--- src/rtl/pc_fetch_ctrl.sv ---
// ---------------------------------------------------------------------------
// pc_fetch_ctrl
//   Program-counter stage of the MIPS single-cycle datapath. Holds the
//   architectural PC, forms PC+4, picks the next PC (JR > J/JAL > branch >
//   sequential) and runs a request/ready fetch handshake to instruction
//   memory. A redirect to a non-word-aligned address traps the fetch until
//   reset.
//
// Ports
//   clk           in   rising-edge clock
//   rst_n         in   asynchronous active-low reset
//   stall         in   hold request; suppresses the fetch request
//   branch_taken  in   branch condition for the current instruction
//   pc_branch     in   branch target from the branch-target adder
//   jump          in   J/JAL in the current instruction
//   jump_index    in   instr[25:0] of J/JAL
//   jr            in   JR in the current instruction
//   jr_target     in   register operand for JR
//   imem_req      out  fetch request
//   imem_addr     out  fetch address (always equals pc)
//   imem_ready    in   instruction memory accepts/returns this cycle
//   pc            out  current PC
//   pc_plus4      out  pc + 4 (combinational, wraps modulo 2^32)
//   instr_valid   out  one-cycle pulse: instruction at pc fetched this cycle
//   misalign_err  out  sticky trap flag
//   err_addr      out  offending target address
// ---------------------------------------------------------------------------
module pc_fetch_ctrl #(
  parameter logic [31:0] RESET_VECTOR = 32'h0000_0000
) (
  input  logic        clk,
  input  logic        rst_n,
  input  logic        stall,
  input  logic        branch_taken,
  input  logic [31:0] pc_branch,
  input  logic        jump,
  input  logic [25:0] jump_index,
  input  logic        jr,
  input  logic [31:0] jr_target,
  output logic        imem_req,
  output logic [31:0] imem_addr,
  input  logic        imem_ready,
  output logic [31:0] pc,
  output logic [31:0] pc_plus4,
  output logic        instr_valid,
  output logic        misalign_err,
  output logic [31:0] err_addr
);

  typedef enum logic [1:0] {
    BOOT  = 2'd0,
    FETCH = 2'd1,
    TRAP  = 2'd2
  } state_t;

  state_t      r_state;
  state_t      w_next_state;
  logic [31:0] r_pc;
  logic        r_misalign_err;
  logic [31:0] r_err_addr;

  logic [31:0] w_pc_plus4;
  logic [31:0] w_next_pc;
  logic        w_req;
  logic        w_accept;
  logic        w_misaligned;

  assign w_pc_plus4 = r_pc + 32'd4;

  // Redirect priority: JR beats J/JAL beats a taken branch.
  always_comb begin
    w_next_pc = w_pc_plus4;
    if (jr) begin
      w_next_pc = jr_target;
    end else if (jump) begin
      w_next_pc = {w_pc_plus4[31:28], jump_index, 2'b00};
    end else if (branch_taken) begin
      w_next_pc = pc_branch;
    end
  end

  assign w_misaligned = (w_next_pc[1:0] != 2'b00);

  // Next-state and handshake outputs
  always_comb begin
    w_next_state = r_state;
    w_req        = 1'b0;
    w_accept     = 1'b0;
    case (r_state)
      BOOT: begin
        w_next_state = FETCH;
      end
      FETCH: begin
        w_req    = ~stall;
        w_accept = w_req & imem_ready;
        if (w_accept && w_misaligned) begin
          w_next_state = TRAP;
        end
      end
      TRAP: begin
        w_next_state = TRAP;
      end
      default: begin
        w_next_state = BOOT;
      end
    endcase
  end

  always_ff @(posedge clk or negedge rst_n) begin
    if (!rst_n) begin
      r_state <= BOOT;
    end else begin
      r_state <= w_next_state;
    end
  end

  // PC and trap registers; redirect inputs only matter on an accepted fetch.
  always_ff @(posedge clk or negedge rst_n) begin
    if (!rst_n) begin
      r_pc           <= RESET_VECTOR;
      r_misalign_err <= 1'b0;
      r_err_addr     <= 32'h0000_0000;
    end else if (w_accept) begin
      if (w_misaligned) begin
        r_misalign_err <= 1'b1;
        r_err_addr     <= w_next_pc;
      end else begin
        r_pc <= w_next_pc;
      end
    end
  end

  assign imem_req     = w_req;
  assign imem_addr    = r_pc;
  assign pc           = r_pc;
  assign pc_plus4     = w_pc_plus4;
  assign instr_valid  = w_accept;
  assign misalign_err = r_misalign_err;
  assign err_addr     = r_err_addr;

endmodule

--- config.mk ---
export PLATFORM = sky130hd
export DESIGN_NAME = pc_fetch_ctrl
export DESIGN_NICKNAME = d
export VERILOG_FILES = /design/src/rtl/pc_fetch_ctrl.sv
export SDC_FILE = /design/constraint.sdc
export NUM_CORES = 1
export LEC_CHECK = 0
export CORE_ASPECT_RATIO = 0.8
export CORE_MARGIN = 2
export CORE_UTILIZATION = 40
export CTS_CLUSTER_SIZE = 8
export DETAILED_ROUTE_END_ITERATION = 8
export GPL_ROUTABILITY_DRIVEN = 1
export MAX_ROUTING_LAYER = met4
export PLACE_DENSITY = 0.82
export RECOVER_POWER = 25
export SLEW_MARGIN = 10
export SYNTH_ARGS = -nofsm -noshare
export SYNTH_HDL_FRONTEND = slang
export SYNTH_SLANG_ARGS = --single-unit
export TNS_END_PERCENT = 10
--- constraint.sdc ---
create_clock -name clk -period 2.5 [get_ports clk]
set_input_delay 0.375 -clock clk [delete_from_list [all_inputs] [get_ports clk]]
set_output_delay 0.375 -clock clk [all_outputs]
set_load 0.005 [all_outputs]
# == Word level (Yosys, flattened, before mapping) ==
# Cells that the tools add are included.
# totals
ramBits,0
latchBits,0
output_inout_bits,131
regBits,67
mem_count,0
mem_bits_ro,0
# op_classes
div_mod_pow,0
n_bitwise,3
eq_ne,3
n_mux,7
n_mul,0
addsub,1
n_shift,0
reduce_logical,5
order_cmp,0
# ops
op,n
32-bit 2-to-1 mux,3
32-bit by 3-bit adder with 32-bit output (second input constant),1
2-bit case mux with 3 select lines,1
2-bit AND reduction,2
2-bit by 1-bit == test with 1-bit output (second input constant),1
2-bit == test (second input constant),1
2-bit logical NOT,1
1-bit 2-to-1 mux,2
2-bit 2-to-1 mux,1
2-bit != test (second input constant),1
1-bit NOT,2
2-bit nonzero test,1
1-bit bitwise AND,1
1-bit logical AND,1

# == Depth between registers and ports, before layout ==
# Gate-level depths: netlist (run 1).
# logic_depth
word_depth,8
ltp_mapped,8
depth_no_buf,7

# == Worst setup path before layout (run 1) ==
# No wires, ideal clock.
# synth_timing
path_type,register to register
startpoint,register r_pc[2] (netlist: imem_addr[2])
endpoint,register r_err_addr[28] (netlist: err_addr[28])
slack_ns,0.516
path_stages_with_launch,8
t_arrival_ns,1.854
t_required_ns,2.369
period_less_slack_ns,1.984
path_buffers,0
cell_sequence,dfrtp_1 -> ha_1 -> nand2_1 -> or3_4 -> nor4_4 -> xor2_1 -> a211oi_1 -> o31ai_1
# synth_between
elab_chain_len,4
# synth_lines
element,line,text
"start, declared",58,logic [31:0] r_pc;
"start signal, assigned",128,r_pc <= w_next_pc;
32-bit by 3-bit adder with 32-bit output *,68,assign w_pc_plus4 = r_pc + 32'd4;
named net pc_plus4[28],44,"output logic [31:0] pc_plus4,"
32-bit 2-to-1 mux,77,end else if (branch_taken) begin
32-bit 2-to-1 mux *,75,end else if (jump) begin
32-bit 2-to-1 mux *,73,if (jr) begin
"end signal, assigned",126,r_err_addr <= w_next_pc;
"end, declared",60,logic [31:0] r_err_addr;
# Mark *: on every way through the listed nets, which the timed path passes. The rest lies on a longest branch.
# A chain may end at the register's enable or synchronous reset.

# == Final worst setup path (run 1) ==
# layout_timing
startpoint,register r_pc[14] (netlist: imem_addr[14])
endpoint,output port pc_plus4[29]
# layout_between
elab_chain_len,1
# layout_lines
element,line
32-bit by 3-bit adder with 32-bit output,68
"end, declared",44
# Every way passes these cells.

==> impl_metrics.py, run 1 <==
metrics = {
    "clock_network": {
        "cts_made_buffers": 9,
        "cts.sinks": 67,
        "htree_levels": 3,
        "cts_root_buf": "clkbuf_16",
        "clk_latency_ps": 320,
        "cts.clk_slew.worst_paths_ps": 60,
        "hold_buffers": 0,
        "cts_tree": "built",
        "cts_max_path_buffers": 2,
    },
    "route": {
        "wl_per_cell_um": 18.6,
        "vias": 4607,
        "vias_per_cell": 5.41,
        "first_iter_violations": 268,
        "drt_wl_total_um": 15800,
        "firstDrtPassIters": 5,
        "drc": 0,
        "ant_nets": 0,
    },
    "setup_path": {
        "arrival_ps": 2380,
        "cp_max_fo": 10,
        "cp-startpoint": "imem_addr[14]$_DFFE_PN0P_",
        "cp.required_ps": 2120,
        "max_stage_delay_ps": 540,
        "crit_chain": "and3_2, nand3_2, nor4_2, xor2_1, clkdlybuf4s50_1",
        "worstSetupPathType": "flop to output port",
        "worst-path-buf-inv": 1,
        "critPathLaunchType": "flop",
        "regToRegStartpoint": "imem_addr[3]$_DFFE_PN0P_",
        "critPathSlowestCell": "clkdlybuf4s50_1",
        "cp-end-kind": "output port",
        "crit_family": "simple AND/OR/NAND/NOR gates",
    },
    "run_status": {
        "status": "finished, violations left",
        "violations": "capacitance limit, slew limit, setup timing",
    },
    "job": {
        "maxCapViolCount": 1,
    },
    "logic_synthesis": {
        "synth_seq_cells": 67,
        "synthDistinctLibCells": 49,
        "syn_inst": 480,
        "synth_largest_area_cell": "dfrtp_1",
        "synth_nets": 580,
        "yosys-top-cells-area": "dfrtp_1 40%, nand2_1 7.5%, o21ai_0 6.4%",
        "ys.flop_type": "dfrtp_1",
        "synth_edf_count": 0,
        "yosysWarnings": 0,
        "ys_seq_area_frac": 0.403,
        "synth_area_um2": 4160,
        "async_flop_share": 1.00,
        "synthDominantCellAreaShare": 0.403,
        "syn_avg_cell_area_um2": 8.67,
    },
    "place": {
        "place_worst_setup_slack_ps": 23.2,
        "dp_hpwl_um": 12200,
        "dp.cells": 834,
        "numPortBuffers": 227,
        "gp_congestion": 0.918,
    },
    "floorplanning": {
        "dieArea_um2": 11200,
        "dieWidth_um": 118,
        "start_util": 0.408,
        "die_h_um": 95.2,
        "core-area_um2": 10200,
        "rows": 33,
        "ios": 228,
    },
    "power": {
        "power_leakage_nw": 3.05,
        "p_per_area_nw_per_um2": 993,
        "ir_drop_mv": 0.556,
        "p_total_w": 0.00693,
    },
    "final_layout": {
        "final_cell_mix": "214 x clkdlybuf4s50_1, 83 x nand2_1, 67 x dfrtp_1",
        "fin_nets": 806,
        "fin_cells": 851,
        "drive_above_1_share": 0.145,
        "antennaDiodeCount": 0,
        "layout_commonest_cell": "clkdlybuf4s50_1",
        "syn_to_final_growth_pct": 67.6,
    },
    "sta": {
        "grt_setup_unrepaired": "true",
        "slew_headroom": -0.152,
        "hold_viol": 0,
        "finClkSkew_ps": 8.87,
        "worstMarginPinSlew_ps": 1730,
        "timing.final.ws_setup_ps": -251,
        "setup_viol": 12,
        "fin_crit_ps": 2750,
        "final-max-slew-violation-count": 68,
        "clock.fmax_mhz": 364,
        "finalCritPeriodShare": 1.10,
    },
    "grt": {
        "grt_start_max_net_pins": 68,
        "antenna_found_initial": 0,
        "gr-total-overflow": 0,
        "grt_pass1_wl_um": 24400,
        "grt_pass1_vias": 4666,
        "grt_usage": 0.285,
    },
    "hold_path": {
        "min_from": "misalign_err$_DFFE_PN0P_",
        "hp-class": "flop to flop",
    },
}
flip-flops by register name, summed over array words and instances, names as in the netlist:
signal        flops
err_addr         32
misalign_err      1
imem_addr        32
r_state           2
synthesized netlist by cell type (2+ instances only):
master      n
o221ai_1    2
and2_1      4
a21oi_1    23
dfrtp_1    67
a31oi_1     3
a221o_1     7
and3_1      4
a211oi_1    2
nand2_2     2
nor3_1     10
nand2_1    83
a22oi_1     6
o21ai_0    53
mux2i_1     5
buf_4      34
buf_1       2
nor2_1     27
o22ai_1     2
nand3_1     9
a221oi_1   10
xor2_1     17
clkbuf_8    4
mux2_2      4
o211ai_1    2
o2bb2ai_1   4
ha_1        3
nand2b_1    2
o31ai_1    20
clkbuf_1   18
nor4_1      4
inv_1      13
nand4_1     4
buf_6       2
xnor2_1    11
or3_1       2
or3_4       2
metal layers:
layer,GRT usage,vias up,routed length [um]
li1,-,2122,-
met1,0.363,2244,6810
met2,0.469,229,7630
met3,0.0634,12,1280
met4,0.0653,0,110
met5,-,-,0
final cells by class:
type / count / area (um^2)
clock buffer: 9 / 225
clock inverter: 7 / 45.0
fill: 824 / 3220
inverter: 13 / 48.8
multi-input combinational: 339 / 2130
sequential: 67 / 1680
tap: 140 / 175
timing repair buffer: 276 / 2680
final timing paths:
path	cells after the start	endpoint	slack (ps)
worst max-delay path	5	pc_plus4[29]	-250
worst min-delay path	1	misalign_err$_DFFE_PN0P_	470
worst max register to register	8	imem_addr[14]$_DFFE_PN0P_	390
worst min register to register	1	misalign_err$_DFFE_PN0P_	470
max in group asynchronous	1	err_addr[24]$_DFFE_PN0P_	960
min in group asynchronous	1	err_addr[12]$_DFFE_PN0P_	500
report_power, final:
part	internal (W)	switching (W)
Clock	0.000665	0.000486
Combinational	0.00230	0.00155
Sequential	0.00157	0.000361
Total	0.00454	0.00239
cell families (layout without fill, tap and decap cells):
| group | after synthesis | in the layout | share of synthesized area |
|---|---|---|---|
| XOR/XNOR | 28 | 28 | 0.0589 |
| AND/OR/NAND/NOR | 161 | 161 | 0.184 |
| multiplexers | 9 | 9 | 0.0228 |
| adder cells (fa/ha/maj) | 3 | 3 | 0.00902 |
| buffers and inverters | 74 | 305 | 0.111 |
| AO/OA/AOI/OAI | 138 | 138 | 0.212 |
| flip-flops | 67 | 67 | 0.403 |
per-stage QoR:
step	utilization	hold slack (ps)	cell area [um^2]	setup TNS, ps
global route	0.684	499	6980	-3370
CTS	0.680	203	6940	-2950
finish	0.684	474	6980	-1980
floorplan	-	79.4	4160	0
detailed placement	0.647	460	6600	0
global placement	0.647	455	6600	0
repair_timing:
item / 4_1_cts / 5_1_grt
gates resized for setup: 20 / 14
pin swaps: 4 / 8
endpoints found under the setup margin: 22 / 22
setup buffers: 0 / 1
No activity file was read; power rests on OpenSTA's default activity.
==> run 2, diff against run 1 <==
--- a/config.mk
+++ b/config.mk
@@ -7,12 +7,12 @@
 export LEC_CHECK = 0
 export CORE_ASPECT_RATIO = 0.8
 export CORE_MARGIN = 2
-export CORE_UTILIZATION = 40
+export CORE_UTILIZATION = 43
 export CTS_CLUSTER_SIZE = 8
 export DETAILED_ROUTE_END_ITERATION = 8
 export GPL_ROUTABILITY_DRIVEN = 1
 export MAX_ROUTING_LAYER = met4
-export PLACE_DENSITY = 0.82
+export PLACE_DENSITY = 0.88
 export RECOVER_POWER = 25
 export SLEW_MARGIN = 10
 export SYNTH_ARGS = -nofsm -noshare
==> constraint.sdc (replaced) <==
create_clock -name clk -period 3.2 [get_ports clk]
set_input_delay 0.48 -clock clk [delete_from_list [all_inputs] [get_ports clk]]
set_output_delay 0.48 -clock clk [all_outputs]
set_load 0.005 [all_outputs]
==> impl_metrics.py, run 2 (same netlist as run 1, synthesis figures left out) <==
metrics = {
    "clock_network": {
        "cts_made_buffers": 9,
        "cts.sinks": 67,
        "cts_root_buf": "clkbuf_16",
        "clk_latency_ps": 320,
        "htree_levels": 3,
        "cts.clk_slew.worst_paths_ps": 60,
        "cts_max_path_buffers": 2,
        "cts_setup_buffers": 0,
        "cts_tree": "built",
    },
    "floorplanning": {
        "dieWidth_um": 114,
        "ios": 228,
        "rows": 32,
        "core-area_um2": 9530,
        "dieArea_um2": 10500,
        "start_util": 0.437,
        "die_h_um": 92.0,
    },
    "run_status": {
        "status": "finished, violations left",
        "violations": "capacitance limit, slew limit",
    },
    "sta": {
        "slew_headroom": -0.0503,
        "clock.fmax_mhz": 323,
        "hold_viol": 0,
        "tns_ps": 0,
        "grt_setup_unrepaired": "false",
        "final-max-slew-violation-count": 30,
        "finalCritPeriodShare": 0.967,
        "worstMarginPinSlew_ps": 1580,
        "setup_viol": 0,
        "fin_crit_ps": 3090,
        "finClkSkew_ps": 9.95,
    },
    "final_layout": {
        "fin_nets": 772,
        "syn_to_final_growth_pct": 57.9,
        "antennaDiodeCount": 0,
        "final_cell_mix": "225 x clkdlybuf4s50_1, 82 x nand2_1, 66 x dfrtp_1",
        "drive_above_1_share": 0.0694,
        "fin_cells": 796,
        "layout_commonest_cell": "clkdlybuf4s50_1",
    },
    "job": {
        "maxCapViolCount": 1,
    },
    "setup_path": {
        "critPathSlowestCell": "clkdlybuf4s50_1",
        "regToRegStartpoint": "imem_addr[19]$_DFFE_PN0P_",
        "arrival_ps": 2610,
        "rr_worst_depth": 6,
        "cp_max_fo": 8,
        "r2r-end": "err_addr[30]$_DFFE_PN0P_",
        "crit_chain": "nand4_1, or3_1, nor4_1, xor2_1, clkdlybuf4s50_1",
        "cp-end-kind": "output port",
        "cp.required_ps": 2720,
        "worstSetupPathType": "flop to output port",
        "max_stage_delay_ps": 570,
        "regToRegSetupSlack_ps": 900,
        "critPathLaunchType": "flop",
    },
    "grt": {
        "gr-total-overflow": 0,
        "grt_usage": 0.288,
        "grt_pass1_wl_um": 22900,
        "antenna_found_initial": 0,
        "grt_pass1_vias": 4460,
        "grt_start_max_net_pins": 35,
    },
    "place": {
        "gp_congestion": 0.900,
        "dp_hpwl_um": 11600,
        "numPortBuffers": 227,
        "dp.cells": 780,
    },
    "power": {
        "intPower_w": 0.00346,
        "p_comb_frac": 0.489,
        "swShare": 0.339,
        "clkPwrFrac": 0.189,
        "ir_drop_mv": 0.408,
        "p_per_area_nw_per_um2": 798,
        "p_sw_w": 0.00178,
        "power.share.sequential": 0.322,
        "power_leakage_nw": 2.74,
    },
    "hold_path": {
        "hold_depth": 1,
        "min_from": "misalign_err$_DFFE_PN0P_",
        "hp-class": "flop to flop",
        "hold_end": "misalign_err$_DFFE_PN0P_",
    },
    "route": {
        "firstDrtPassIters": 5,
        "ant_nets": 0,
        "wl_per_cell_um": 19.0,
        "first_iter_violations": 285,
        "vias_per_cell": 5.62,
        "vias": 4471,
        "drt_wl_total_um": 15100,
        "drc": 0,
    },
}
[run 2: how the worst max path moves through the flow]
stage | start | to | slack, ps | cells after the start
finish | imem_addr[19]$_DFFE_PN0P_ | pc_plus4[29] | 110 | 5
global route | imem_addr[9]$_DFFE_PN0P_ | pc_plus4[29] | 20 | 5
floorplan | imem_addr[2]$_DFFE_PN0P_ | pc_plus4[28] | 1140 | 5
detailed placement | imem_addr[2]$_DFFE_PN0P_ | pc_plus4[26] | 410 | 6
CTS | imem_addr[2]$_DFFE_PN0P_ | pc_plus4[26] | 50 | 6
global placement | imem_addr[2]$_DFFE_PN0P_ | pc_plus4[28] | 480 | 6
[run 2: layout make-up]
cell class / instances / area [um^2]
inverter: 13 / 48.8
timing repair buffer: 242 / 2370
clock inverter: 4 / 50.0
fill: 756 / 2960
multi-input combinational: 339 / 2030
sequential: 67 / 1680
clock buffer: 12 / 246
tap: 119 / 149
[run 2: what timing repair did]
item | CTS | global route
endpoints found under the setup margin | 0 | 4
gates resized for setup | 0 | 3
hold buffers | 0 | 0
endpoints found under the hold margin | 0 | 0
[run 2: critical path: cells and delay by family (launching register included)]
kind                      cells  cell delay [ps]
buffers and inverters         1              570
DFF                           1              530
and+or+nand+nor               3              960
xor gates and xnor gates      1              240
[run 2: layer usage]
metal	GRT usage	part of all wire	vias to the layer above
li1	-	-	2053
met1	0.358	0.42	2144
met2	0.483	0.49	251
met3	0.0595	0.080	23
met4	0.0752	0.013	0
met5	-	0	-
[run 2: power groups by stage]
stage	Sequential, W	Clock (W)	Combinational (W)
2_1_floorplan	0.00163	0	0.000959
3_3_place_gp	0.00165	0	0.00251
3_5_place_dp	0.00169	0	0.00256
4_1_cts	0.00168	0.00101	0.00257
5_1_grt	0.00174	0.00104	0.00275
6_report	0.00169	0.000990	0.00257
[run 2: stage by stage]
stage / hold WS [ps] / setup slack, ps / util / total power [W] / cell area [um^2]
2_1_floorplan: 184 / 1140 / - / 0.00259 / 4160
3_3_place_gp: 454 / 475 / 0.658 / 0.00416 / 6270
3_5_place_dp: 452 / 408 / 0.658 / 0.00425 / 6270
4_1_cts: 199 / 52.2 / 0.689 / 0.00526 / 6570
5_1_grt: 507 / 23.6 / 0.690 / 0.00554 / 6570
6_report: 464 / 106 / 0.690 / 0.00524 / 6570
